## config.mk

```make
export PLATFORM = sky130hd
export DESIGN_NAME = wb_regfile
export DESIGN_NICKNAME = d
export VERILOG_FILES = /design/src/rtl/wb_regfile.sv
export SDC_FILE = /design/constraint.sdc
export NUM_CORES = 2
export LEC_CHECK = 0
export ABC_AREA = 1
export BUFFER_PORTS_ARGS = -buffer_cell sky130_fd_sc_hd__buf_4
export CORE_AREA = 10 10 463 465
export CTS_BUF_LIST = sky130_fd_sc_hd__clkbuf_16
export CTS_CLUSTER_DIAMETER = 30
export DETAILED_ROUTE_END_ITERATION = 6
export DIE_AREA = 0 0 473 475
export RECOVER_POWER = 25
export SLEW_MARGIN = 20
export SYNTH_ARGS = -nofsm -noshare
export SYNTH_HDL_FRONTEND = slang
export SYNTH_SLANG_ARGS = --single-unit
export TNS_END_PERCENT = 1
```

## constraint.sdc

```tcl
create_clock -name clk -period 94.6 [get_ports clk]
set_input_delay 4.73 -clock clk [delete_from_list [all_inputs] [get_ports clk]]
set_output_delay 4.73 -clock clk [all_outputs]
set_load 0.005 [all_outputs]
```

## src/rtl/wb_regfile.sv

```systemverilog
// MEM/WB write-back stage and 32 x 32 register file with a committed-write counter.
// Optional macro WB_BYPASS_EN makes the read ports write-first (same-cycle forwarding of wb_data).
module wb_regfile (
   input  logic        clk,
   input  logic        rst,
   input  logic [1:0]  mem_control_wb,
   input  logic [31:0] Read_data,
   input  logic [31:0] mem_ALU_result,
   input  logic [4:0]  mem_Write_reg,
   input  logic [4:0]  rs_addr,
   input  logic [4:0]  rt_addr,
   output logic [31:0] rs_data,
   output logic [31:0] rt_data,
   output logic [31:0] wb_data,
   output logic [31:0] wb_count
);

   logic        regWrite;
   logic        memToReg;
   logic        commit;
   logic [31:0] regFile_q [32];
   logic [31:0] wbCount_q;
   logic [31:0] wbCount_d;

   assign regWrite  = mem_control_wb[1];
   assign memToReg  = mem_control_wb[0];
   assign wb_data   = memToReg ? Read_data : mem_ALU_result;
   // Entry 0 is hardwired to zero simply by never committing a write to it.
   assign commit    = regWrite && (mem_Write_reg != 5'd0);
   assign wbCount_d = wbCount_q + 32'd1;
   assign wb_count  = wbCount_q;

   always_ff @(posedge clk or posedge rst) begin
      if (rst) begin
         for (int i = 0; i < 32; i++) begin
            regFile_q[i] <= 32'h0;
         end
         wbCount_q <= 32'h0;
      end else if (commit) begin
         regFile_q[mem_Write_reg] <= wb_data;
         wbCount_q                <= wbCount_d;
      end
   end

`ifdef WB_BYPASS_EN
   // Bypass is suppressed during reset so the ports keep reading the cleared array.
   always_comb begin
      rs_data = regFile_q[rs_addr];
      rt_data = regFile_q[rt_addr];
      if (!rst && commit && (mem_Write_reg == rs_addr)) begin
         rs_data = wb_data;
      end
      if (!rst && commit && (mem_Write_reg == rt_addr)) begin
         rt_data = wb_data;
      end
   end
`else
   always_comb begin
      rs_data = regFile_q[rs_addr];
      rt_data = regFile_q[rt_addr];
   end
`endif

endmodule

```

==> results.md <==
* Status: finished with violations
* Failing checks: DRC, capacitance limit, slew limit
* IO Pins at around 210
* Crit Path Class: in -> async
* Cell Count Post-Placement at ~11000
* Worst Path Required at roughly 93 ns
* Initial drt markers at between 8000 and 9000
* Row count at about 170
* Mux share of post-synthesis cell area at 0%
* DRC violations left at 1
* DP HPWL at 141 mm
* Die Y at roughly 480 µm
* Fillers at around 21000
* Crit path DAT at 14.56 ns
* CTS Buffer Depth at 4
* Clock Skew at approximately 0.027 ns
* GR Util All Layers at around 22%
* Final Max Tran Viols at ~820
* Post-route met1 wirelength at about 100 mm
* Final Hold Vio Count at 0
* Root Buffer Master: clkbuf_16
* Sequential share of the synthesized area at around 45%
* CTS tree: built
* CP top delay family: buffers and inverters
* CP Max Fanout at 161
* Simple-gate share of the synthesized area at between 40% and 50%
* Fmax at about 63 MHz
* Antenna violations before repair at 6
* Final setup fails at 0
* Routed Antenna Nets at 0
* Max_slew headroom at -481%
* Compound-cell area share of the yosys netlist at slightly below 9%
* Most common cell after layout, fill and taps aside: nand2_1
* First-pass GRT wire length at around 400 mm
* Synthesized flop and latch total at approximately 1100
* Hold Path Class: reg -> reg
* Final min period at between 15 and 20 ns
* Leakage at 33.9 nW
* Area growth, synth to finish at 20.9%
* Final net count at 8799
* H-Tree Depth at 5
* Post-Syn Instances at ~8800
* Port Buf Inserts at 210
* Mapped Area at 59200 µm²
* Max_cap viols at 23
* Post-Synth XOR/XNOR Area at 0.266%
* Met2 routed wirelength at between 100 and 150 mm
* Drt wl/cell at 22.7 µm
* Via count at ~63000
* Largest net degree at the start of global routing at about 190
* Startpoint Class: primary input
* Cell breakdown of the critical path: clkbuf_4 -> clkinvlp_2 -> clkbuf_1
* Sink Count at 1056
* Share of cells above drive strength 1 at around 8.6%
* Syn Area/Cell at 6.69 µm²
* Worst-Skew Late Latency at slightly below 0.9 ns
* Core Box Area at ~200000 µm²
* Commonest non-fill, non-tap cells in the layout: nand2_1 (3721), nand3_1 (1550), dfrtp_1 (1056)
* Post-CTS sizing at 0
* Starting Density at between 20% and 30%
* Number of setup buffers added after CTS at 0
* Top Layer Used: met5
* Drt first pass iters at 7
* WP buf/inv at 3
* Clock-pin slew on the worst setup and hold paths at 0.05 ns
* DRT Wirelength at between 200 and 300 mm
* Die Width at around 470 µm
* Die area at around 220000 µm²
* DR vias/cell at ~5.5
* Distinct cells, synth at 22
* Pwr per Cell Area at ~26 nW/µm²
* Synthesis Warnings at 0
* Final cell count without fillers at between 10000 and 15000
* Worst Max-Slew Pin Slew at between 8 and 9 ns
* RSZ-0062 raised after global routing: no
* GP Congestion at 0.842
* Routed wl met3 at about 29 mm
* TritonCTS buffer count at about 280
* Max VDD drop at 0.0216 mV
* Hold buffer count at CTS at 0
* Gr ovfl total at 0
* Post-Synth Adder-Cell Area at less than 1%
* CP max-delay cell: clkbuf_1
* Final TNS setup at 0 ns
* Vias in the first global route at 61000
* Critical Path Max Stage Delay at 6.31 ns
* Mapped Nets at 8929
* Final Cycle Share at 16.7%
* Critical Path Sink Type: asynchronous set/reset pin
* Main combinational cell family by area after synthesis: simple AND/OR/NAND/NOR gates
==> power breakdown <==
group / switching (W) / total (W) / internal (W)
registers: 0.0000815 / 0.000635 / 0.000553
clock network: 0.000288 / 0.000927 / 0.000639
logic: 0.000198 / 0.000312 / 0.000114
==> area by class of cell <==
cell class	instances	area [µm²]	share of cell area [%]
antenna	3	7.51	0.0105
clock buffer	285	7130	9.97
clock inverter	186	1910	2.67
inverter	103	439	0.614
multi-input combinational	6932	29700	41.4
sequential	1056	26400	36.9
tap	2688	3360	4.70
timing repair buffer	345	2610	3.64
==> registers in the layout (all words and copies together), names as in the netlist <==
register	cells
regFile_q	1024
wb_count	32
==> layer usage <==
metal	up-vias	global-route usage, %
li1	28400	-
met1	29900	28.4
met3	935	5.17
met4	2	12.8
met5	-	0
met2	4215	35.3
==> final timing paths <==
path	from	endpoint	slack (ns)	cells after the start
min in group asynchronous	rst	wb_count[3]$_DFFE_PP0P_	5.60	2
max in group clk	mem_control_wb[0]	wb_data[3]	79.48	5
setup / recovery	rst	regFile_q[844]$_DFFE_PP0P_	78.82	3
setup reg to reg	wb_count[1]$_DFFE_PP0P_	wb_count[16]$_DFFE_PP0P_	92.90	10
hold reg to reg	regFile_q[993]$_DFFE_PP0P_	regFile_q[993]$_DFFE_PP0P_	0.40	0
hold / removal	regFile_q[993]$_DFFE_PP0P_	regFile_q[993]$_DFFE_PP0P_	0.40	0
==> per-stage QoR <==
stage / instance area (µm²) / hold slack, ns / power (W) / setup WS, ns / util, %
3_3_place_gp: 62700 / 0.387 / 0.000935 / 80.59 / 30.7
4_1_cts: 71700 / 0.399 / 0.00188 / 80.56 / 35.1
3_5_place_dp: 62700 / 0.389 / 0.000946 / 80.57 / 30.7
2_1_floorplan: 59200 / 0.451 / 0.000839 / 60.15 / -
6_report: 71500 / 0.398 / 0.00187 / 78.82 / 35.0
5_1_grt: 71500 / 0.406 / 0.00196 / 76.52 / 35.0
==> logic make-up (layout without fill, tap and decap cells) <==
logic type | count (synthesis) | in the layout
xor+xnor | 18 | 18
compound gates | 1026 | 1026
fa+ha+maj | 1 | 1
simple gates | 5887 | 5887
other cells | 0 | 3
buf+inv | 857 | 919
flops | 1056 | 1056
==> cell usage after synthesis <==
cell	n	area (µm²)
nand3b_1	7	52.6
o21ai_1	41	205
nor3_1	5	25.0
nand3_1	1551	7760
buf_1	71	267
nor2_2	11	68.8
a21oi_1	512	2560
nand3_2	1	10.0
xnor2_1	3	26.3
clkbuf_1	599	2250
dfrtp_1	1056	26400
nand4_1	6	37.5
buf_2	84	420
clkinv_1	32	120
nor2_1	574	2150
nand2_2	8	50.1
o21ai_0	473	2370
ha_1	1	12.5
xor2_1	15	131
inv_1	63	236
nand2_1	3724	14000
inv_2	8	30.0
Note: power is estimated with default switching activity, not from simulation.
